### src/rtl/fp_pkg.sv
// Shared definitions for the FP operand datapath: default field widths,
// one-hot class bit positions and the exponent bias helper.
package fp_pkg;

    localparam int EXP_W_DEF = 8;
    localparam int MAN_W_DEF = 23;

    // Bit positions inside the one-hot class vector {nan, inf, sub, zero, norm}.
    localparam int CLS_NORM = 0;
    localparam int CLS_ZERO = 1;
    localparam int CLS_SUB  = 2;
    localparam int CLS_INF  = 3;
    localparam int CLS_NAN  = 4;

    typedef logic [4:0] cls_t;

    function automatic int exp_bias(input int exp_w);
        return (1 << (exp_w - 1)) - 1;
    endfunction

endpackage

### src/rtl/fp_unpack_pipe_if.sv
// Operand-in / unpacked-result-out bundle for fp_unpack_pipe.
// Handshake: a transfer happens on a side in any cycle where valid && ready;
// a raised out_valid holds with stable data until out_ready is seen.
interface fp_unpack_pipe_if #(
    parameter int EXP_W = fp_pkg::EXP_W_DEF,
    parameter int MAN_W = fp_pkg::MAN_W_DEF
);
    logic                   in_valid;
    logic                   in_ready;
    logic [EXP_W+MAN_W:0]   a;
    logic [EXP_W+MAN_W:0]   b;
    logic                   out_valid;
    logic                   out_ready;
    logic                   sign_a;
    logic                   sign_b;
    logic [EXP_W+1:0]       exp_a;
    logic [EXP_W+1:0]       exp_b;
    logic [MAN_W:0]         mant_a;
    logic [MAN_W:0]         mant_b;
    fp_pkg::cls_t           cls_a;
    fp_pkg::cls_t           cls_b;

    modport master (
        output in_valid, a, b, out_ready,
        input  in_ready, out_valid, sign_a, sign_b, exp_a, exp_b,
               mant_a, mant_b, cls_a, cls_b
    );

    modport slave (
        input  in_valid, a, b, out_ready,
        output in_ready, out_valid, sign_a, sign_b, exp_a, exp_b,
               mant_a, mant_b, cls_a, cls_b
    );
endinterface

### src/rtl/fp_lzc.sv
// Parametrised leading-zero counter; an all-zero input reports W.
module fp_lzc #(
    parameter int W     = 24,
    parameter int CNT_W = $clog2(W + 1)
) (
    input  logic [W-1:0]     din,
    output logic [CNT_W-1:0] count
);
    // Scanning upward lets the highest set bit overwrite lower ones.
    always_comb begin
        count = CNT_W'(W);
        for (int i = 0; i < W; i++) begin
            if (din[i]) begin
                count = CNT_W'(W - 1 - i);
            end
        end
    end
endmodule

### src/rtl/fp_unpack_pipe.sv
// Two-stage valid/ready operand unpacker: S1 holds raw operands, S2 holds
// sign/exponent/mantissa/class. Define FP_UNPACK_NORM_EN to normalise subnormals.
module fp_unpack_pipe
    import fp_pkg::*;
#(
    parameter int EXP_W = EXP_W_DEF,
    parameter int MAN_W = MAN_W_DEF
) (
    input  logic          clk,
    input  logic          rst,
    fp_unpack_pipe_if.slave io
);
    localparam int OP_W  = 1 + EXP_W + MAN_W;
    localparam int RES_W = 1 + (EXP_W + 2) + (MAN_W + 1) + 5;
`ifdef FP_UNPACK_NORM_EN
    localparam int LZ_W  = $clog2(MAN_W + 2);
`endif

    logic             s1_valid_q, s1_valid_d;
    logic             out_valid_q, out_valid_d;
    logic [OP_W-1:0]  a_q, a_d, b_q, b_d;
    logic [RES_W-1:0] res_a_q, res_a_d, res_b_q, res_b_d;
    logic [RES_W-1:0] unp_a, unp_b;
    logic             s2_advance;
    logic             in_ready;

    // Result layout: {sign, exp[EXP_W+1:0], mant[MAN_W:0], cls[4:0]}.
    function automatic logic [RES_W-1:0] unpack(
        input logic [OP_W-1:0] op
`ifdef FP_UNPACK_NORM_EN
        , input logic [LZ_W-1:0] lz
`endif
    );
        logic [EXP_W-1:0] e;
        logic [MAN_W-1:0] f;
        logic [EXP_W+1:0] ex;
        logic [MAN_W:0]   m;
        cls_t             cls;
        e   = op[MAN_W +: EXP_W];
        f   = op[MAN_W-1:0];
        ex  = '0;
        m   = '0;
        cls = '0;
        if (e == '0 && f == '0) begin
            cls[CLS_ZERO] = 1'b1;
        end else if (e == '0) begin
            cls[CLS_SUB] = 1'b1;
`ifdef FP_UNPACK_NORM_EN
            m  = {1'b0, f} << lz;
            ex = (EXP_W+2)'(1) - (EXP_W+2)'(lz);
`else
            m  = {1'b0, f};
            ex = (EXP_W+2)'(1);
`endif
        end else if (e == '1) begin
            cls[(f == '0) ? CLS_INF : CLS_NAN] = 1'b1;
            ex = {2'b00, e};
            m  = {1'b1, f};
        end else begin
            cls[CLS_NORM] = 1'b1;
            ex = {2'b00, e};
            m  = {1'b1, f};
        end
        return {op[OP_W-1], ex, m, cls};
    endfunction

`ifdef FP_UNPACK_NORM_EN
    logic [LZ_W-1:0] lz_a, lz_b;

    fp_lzc #(.W(MAN_W + 1), .CNT_W(LZ_W)) u_lzc_a (
        .din   ({1'b0, a_q[MAN_W-1:0]}),
        .count (lz_a)
    );

    fp_lzc #(.W(MAN_W + 1), .CNT_W(LZ_W)) u_lzc_b (
        .din   ({1'b0, b_q[MAN_W-1:0]}),
        .count (lz_b)
    );

    assign unp_a = unpack(a_q, lz_a);
    assign unp_b = unpack(b_q, lz_b);
`else
    assign unp_a = unpack(a_q);
    assign unp_b = unpack(b_q);
`endif

    always_comb begin
        s2_advance  = !out_valid_q || io.out_ready;
        in_ready    = !rst && (!s1_valid_q || s2_advance);

        s1_valid_d  = s1_valid_q;
        a_d         = a_q;
        b_d         = b_q;
        out_valid_d = out_valid_q;
        res_a_d     = res_a_q;
        res_b_d     = res_b_q;

        // S1 either takes a new pair or drains into S2 whenever it is ready.
        if (in_ready) begin
            s1_valid_d = io.in_valid;
            if (io.in_valid) begin
                a_d = io.a;
                b_d = io.b;
            end
        end

        if (s2_advance) begin
            out_valid_d = s1_valid_q;
            if (s1_valid_q) begin
                res_a_d = unp_a;
                res_b_d = unp_b;
            end
        end
    end

    always_ff @(posedge clk or posedge rst) begin
        if (rst) begin
            s1_valid_q  <= 1'b0;
            out_valid_q <= 1'b0;
            a_q         <= '0;
            b_q         <= '0;
            res_a_q     <= '0;
            res_b_q     <= '0;
        end else begin
            s1_valid_q  <= s1_valid_d;
            out_valid_q <= out_valid_d;
            a_q         <= a_d;
            b_q         <= b_d;
            res_a_q     <= res_a_d;
            res_b_q     <= res_b_d;
        end
    end

    assign io.in_ready  = in_ready;
    assign io.out_valid = out_valid_q;
    assign io.sign_a    = res_a_q[RES_W-1];
    assign io.exp_a     = res_a_q[MAN_W+6 +: EXP_W+2];
    assign io.mant_a    = res_a_q[5 +: MAN_W+1];
    assign io.cls_a     = res_a_q[4:0];
    assign io.sign_b    = res_b_q[RES_W-1];
    assign io.exp_b     = res_b_q[MAN_W+6 +: EXP_W+2];
    assign io.mant_b    = res_b_q[5 +: MAN_W+1];
    assign io.cls_b     = res_b_q[4:0];

endmodule

### src/flat_wrapper.sv
// flat-port wrapper written by rule: the top's interface ports become plain ports
module fp_unpack_pipe_flat import fp_pkg::*;
#(
    parameter int EXP_W = EXP_W_DEF,
    parameter int MAN_W = MAN_W_DEF
)
  (clk, rst, io_in_valid, io_a, io_b, io_out_ready, io_in_ready, io_out_valid, io_sign_a, io_sign_b, io_exp_a, io_exp_b, io_mant_a, io_mant_b, io_cls_a, io_cls_b);
  fp_unpack_pipe_if #(.EXP_W(EXP_W), .MAN_W(MAN_W)) io_i ();
  input  logic clk;
  input  logic rst;
  input wire logic [$bits(io_i.in_valid)-1:0] io_in_valid;
  input wire logic [$bits(io_i.a)-1:0] io_a;
  input wire logic [$bits(io_i.b)-1:0] io_b;
  input wire logic [$bits(io_i.out_ready)-1:0] io_out_ready;
  output wire logic [$bits(io_i.in_ready)-1:0] io_in_ready;
  output wire logic [$bits(io_i.out_valid)-1:0] io_out_valid;
  output wire logic [$bits(io_i.sign_a)-1:0] io_sign_a;
  output wire logic [$bits(io_i.sign_b)-1:0] io_sign_b;
  output wire logic [$bits(io_i.exp_a)-1:0] io_exp_a;
  output wire logic [$bits(io_i.exp_b)-1:0] io_exp_b;
  output wire logic [$bits(io_i.mant_a)-1:0] io_mant_a;
  output wire logic [$bits(io_i.mant_b)-1:0] io_mant_b;
  output wire logic [$bits(io_i.cls_a)-1:0] io_cls_a;
  output wire logic [$bits(io_i.cls_b)-1:0] io_cls_b;
  assign io_i.in_valid = io_in_valid;
  assign io_i.a = io_a;
  assign io_i.b = io_b;
  assign io_i.out_ready = io_out_ready;
  assign io_in_ready = io_i.in_ready;
  assign io_out_valid = io_i.out_valid;
  assign io_sign_a = io_i.sign_a;
  assign io_sign_b = io_i.sign_b;
  assign io_exp_a = io_i.exp_a;
  assign io_exp_b = io_i.exp_b;
  assign io_mant_a = io_i.mant_a;
  assign io_mant_b = io_i.mant_b;
  assign io_cls_a = io_i.cls_a;
  assign io_cls_b = io_i.cls_b;
  fp_unpack_pipe #(.EXP_W(EXP_W), .MAN_W(MAN_W)) u_core (.clk(clk), .rst(rst), .io(io_i));
endmodule
### config.mk
export PLATFORM = sky130hd
export DESIGN_NAME = fp_unpack_pipe_flat
export DESIGN_NICKNAME = d
export VERILOG_FILES = /design/src/rtl/fp_pkg.sv /design/src/rtl/fp_unpack_pipe_if.sv /design/src/rtl/fp_lzc.sv /design/src/rtl/fp_unpack_pipe.sv /design/src/flat_wrapper.sv
export SDC_FILE = /design/constraint.sdc
export NUM_CORES = 1
export LEC_CHECK = 0
export BUFFER_PORTS_ARGS = -buffer_cell sky130_fd_sc_hd__buf_2
export CAP_MARGIN = 30
export CORE_ASPECT_RATIO = 0.6
export CORE_UTILIZATION = 47
export DETAILED_ROUTE_END_ITERATION = 8
export GPL_ROUTABILITY_DRIVEN = 0
export PLACE_DENSITY = 0.75
export SYNTH_ARGS = -nofsm -noshare
export SYNTH_HDL_FRONTEND = slang
export SYNTH_SLANG_ARGS = --single-unit
### constraint.sdc
create_clock -name clk -period 4.42 [get_ports clk]
set_input_delay 0.884 -clock clk [delete_from_list [all_inputs] [get_ports clk]]
set_output_delay 0.884 -clock clk [all_outputs]
set_load 0.01 [all_outputs]
# After elaboration in Yosys (flattened, before gate mapping)
# Cells that the tools add are included.
# totals
register_bits	146
in_bits	68
output_inout_bits	82
wordCells	58
# classes
n_lt_le_gt_ge	4
n_eq_ne	2
n_mux	30
n_reduce_logical	16
# ops
cell	n
2-to-1 mux 24 bit	4
greater-or-equal comparator 32 x 1 -> 1 bit (second input constant)	2
< comparator 32 x 5 -> 1 bit (second input constant)	2
zero test 23 bit	2
2-to-1 mux 8 bit	3
equality test 8 bit (second input constant)	2
zero test 8 bit	2
2-to-1 mux 3 bit	4
2-to-1 mux 1 bit	10
2-to-1 mux 10 bit	1
2-to-1 mux 2 bit	4
2-to-1 mux 4 bit	2
demux 1 bit (select 3 bit)	2
logical AND 1 bit	5
AND reduction 2 bit	2
zero test 1 bit	3
logical OR 1 bit	2

# Logic depth before layout (Yosys ltp)
# logic_depth
word_depth	9
depth_mapped	6

# Worst setup path before layout
# No wires, ideal clock.
# synth_timing
path_type	in2out
from	input port io_out_ready
to	output port io_in_ready
t_arrival_ns	1.092
slack_ns	2.444
cell_stages	2
n_path_buf	0
path_cell_list	nor2b_4 a21oi_2
# synth_between
elab_chain_cells	3
# synth_lines
item	line_no	source
from (decl)	flat_wrapper.sv:14	input wire logic [$bits(io_i.out_ready)-1:0] io_out_ready;
logical OR 1 bit	fp_unpack_pipe.sv:88	s2_advance = !out_valid_q || io.out_ready;
logical OR 1 bit	fp_unpack_pipe.sv:89	in_ready = !rst && (!s1_valid_q || s2_advance);
logical AND 1 bit	fp_unpack_pipe.sv:89	
to (decl)	flat_wrapper.sv:15	output wire logic [$bits(io_i.in_ready)-1:0] io_in_ready;
# No other way between the ends.

# Worst setup path in the final report
# Ends and elaborated chain as after synthesis.

==> impl_metrics.tcl <==
set metrics [dict create \
    outcome "completed" \
    tightest_slew_ps 900.0 \
    clock_latency_ps 410 \
    io_buffers 145 \
    ys_types 26 \
    clock_sinks 142 \
    drc_errors 0 \
    slew_headroom_pct 39.79 \
    pwr-share-seq_pct 42.5 \
    fin_crit_ps 2296 \
    setup_viol 0 \
    wl_per_cell_um 15.89 \
    num_vias 3993 \
    met2_usage_pct 31.99 \
    drive_above_1_share_pct 36.09 \
    dp.cells 780 \
    synth_top_area_cell "dfrtp_1" \
    area_delta_synth_final_pct 27.05 \
    cp.required_ps 3540 \
    routed_via_density 4.905 \
    rows 30 \
    powerDensity_nw_per_um2 614.6 \
    fin_tns_setup_ps 0 \
    cts_root_buffer "clkbuf_16" \
    cp-start-kind "primary input" \
    critPathKind "primary input to primary output" \
    cp-endpoint "io_in_ready" \
    num_antenna_cells 0 \
    boundaryPins 150 \
    grt_start_max_net_pins 79 \
    met3_usage_pct 6.762 \
    maxSlewViolCount 0 \
    syn_area_um2 5725 \
    period_share_pct 51.95 \
    numCtsBuffers 17 \
    finalHoldViolations 0 \
    synthTopCellsByCount "nand2_1, dfrtp_1, mux2_4, mux2_1" \
    clockBufferDepth 2 \
    cp-startpoint "io_out_ready" \
    start_util_pct 49.52 \
    synth_top_area_share_pct 62.06 \
    rsz0062_at_grt "false" \
    r2r_end "u_core.b_q[23]$_DFFE_PP0P_" \
    yosysMostFrequentCell "nand2_1" \
    drt-initial-drc-count 266 \
    dp_hpwl_mm 8.807 \
    track_usage_pct 21.79 \
    synth-edff-count 0 \
    async_reset_ff_share_pct 100.0 \
    grt_pass1_wl_mm 20.36 \
    cap_viol_max_count 0 \
    synthCells 494 \
    holdWs_ps 362.4 \
    synth_area_per_cell_um2 11.59 \
    fin_skew_ps 7.714 \
    synth_seq_cells 142 \
    clkPwrFrac_pct 35.9 \
    cp_max_fo 2 \
    clkSlewWorstSetupHoldPaths_ps 60 \
    power_frac_comb_pct 21.6 \
    fmaxAchievable_mhz 435.5 \
    ir_worst_vdd_v 0.0002706 \
    path_cells "buf_2 > nor2b_4 > a21oi_2 > buf_2" \
    switching_share_pct 28.83 \
    synthTopCellsByArea "dfrtp_1, nand2_1, mux2_4" \
    use_met1_pct 31.06 \
    cts_setup_buffers 0 \
    htreeDepth 4 \
    die_area_um2 12640 \
    cellLeakagePower_nw 3.848 \
    synthFlopType "dfrtp_1" \
    hold_class "primary input to async pin" \
    worst_r2r_path_depth 5 \
    final_cells 814 \
    overflow 0 \
    grt_pass1_vias 3932 \
    seq_area_frac_synth_pct 62.06 \
    arrival_ps 1410 \
    final_nets 709 \
    routed_wl_mm 12.93 \
    slowest_delay_ps 200 \
    internal_power_mw 3.182 \
    p_sw_mw 1.289 \
    first_pass_iters 4 \
    die_w_um 144.5 \
    cts_tree "yes" \
    antenna_found_initial 1 \
    ctsHoldBuffers 0 \
    cp_common_cell "buf_2" \
    fp.coreArea_um2 11560 \
    busiest_layer "met2" \
    ys_warn_count 0 \
    r2r-start "u_core.io.out_valid$_DFFE_PP0P_" \
    ant_nets 0 \
    dieHeight_um 87.50 \
    critPathSlowestCell "a21oi_2" \
    worstSetupEndpointType "primary output" \
    ff2ff_setup_slack_ps 2500 \
    cts_resized 0 \
]
## power by group through the flow
stage               sequential (mW)  combinational [mW]  clock [mW]
global route                   1.95                1.07        1.68
floorplan                      1.98               0.479           0
detailed placement             1.91               0.962           0
global placement               1.89               0.932           0
finish                         1.90               0.966        1.60
CTS                            1.90               0.965        1.62
## worst min path at each step
stage                                       to  depth (start not counted)
2_1_floorplan   u_core.res_b_q[39]$_DFFE_PP0P_                          2
3_3_place_gp    u_core.res_b_q[39]$_DFFE_PP0P_                          2
3_5_place_dp    u_core.res_a_q[39]$_DFFE_PP0P_                          2
4_1_cts        u_core.io.out_valid$_DFFE_PP0P_                          2
5_1_grt        u_core.io.out_valid$_DFFE_PP0P_                          2
6_report       u_core.io.out_valid$_DFFE_PP0P_                          2
## cells in the final DEF (no fill, tap or decap), types with 3 or more instances in the layout
master,instances
buf_2,145
buf_4,4
bufinv_16,6
clkbuf_1,3
clkbuf_16,17
clkinv_2,3
conb_1,4
dfrtp_1,142
mux2_1,15
mux2_4,49
nand2_1,203
nand4_1,6
nor2_1,10
nor4_1,10
o21ai_1,8
or4_1,4
## logic make-up (layout without fill, tap and decap cells)
group,Yosys count,after routing,synth area share [%]
buf+inv,28,185,3.059
other cells,1,4,0.06550
simple gates,243,243,17.33
flops,142,142,62.06
compound gates,16,16,1.682
mux,64,64,15.80
## flip-flops by register name (all words and copies together) (netlist names)
signal / cells
u_core.s1_valid_q: 1
u_core.res_a_q: 38
u_core.res_b_q: 38
u_core.b_q: 32
u_core.a_q: 32
u_core.io.out_valid: 1
## layer usage
metal  wire length [um]  part of all wire [%]
met1               6116                    47
met2               5771                    45
met3                917                   7.1
met4                127                  0.98
met5                  0                     0
## through the flow
| step | area [um2] | power (mW) | utilization, % | worst slack (ps) |
|---|---|---|---|---|
| detailed placement | 6556 | 2.875 | 56.71 | 1774 |
| global route | 7274 | 4.701 | 62.92 | 2043 |
| CTS | 7219 | 4.484 | 62.45 | 2110 |
| global placement | 6536 | 2.826 | 56.54 | 1876 |
| floorplan | 5741 | 2.460 | - | 1759 |
| finish | 7274 | 4.471 | 62.92 | 2124 |
## area by class of cell
type / count / area [um2]
Fill cell: 950 / 4287
Tap cell: 160 / 200.2
Sequential cell: 142 / 3553
Clock inverter: 11 / 212.7
Timing Repair Buffer: 152 / 830.8
Inverter: 1 / 7.507
Clock buffer: 21 / 450.4
Multi-Input combinational cell: 327 / 2019
## worst max-delay path: cells and delay by family
family,cells,cell delay (ps)
AOI/OAI and AO/OA,1,200
buffers and inverters,2,280
and+or+nand+nor,1,40
(Power assumes the default switching activity.)
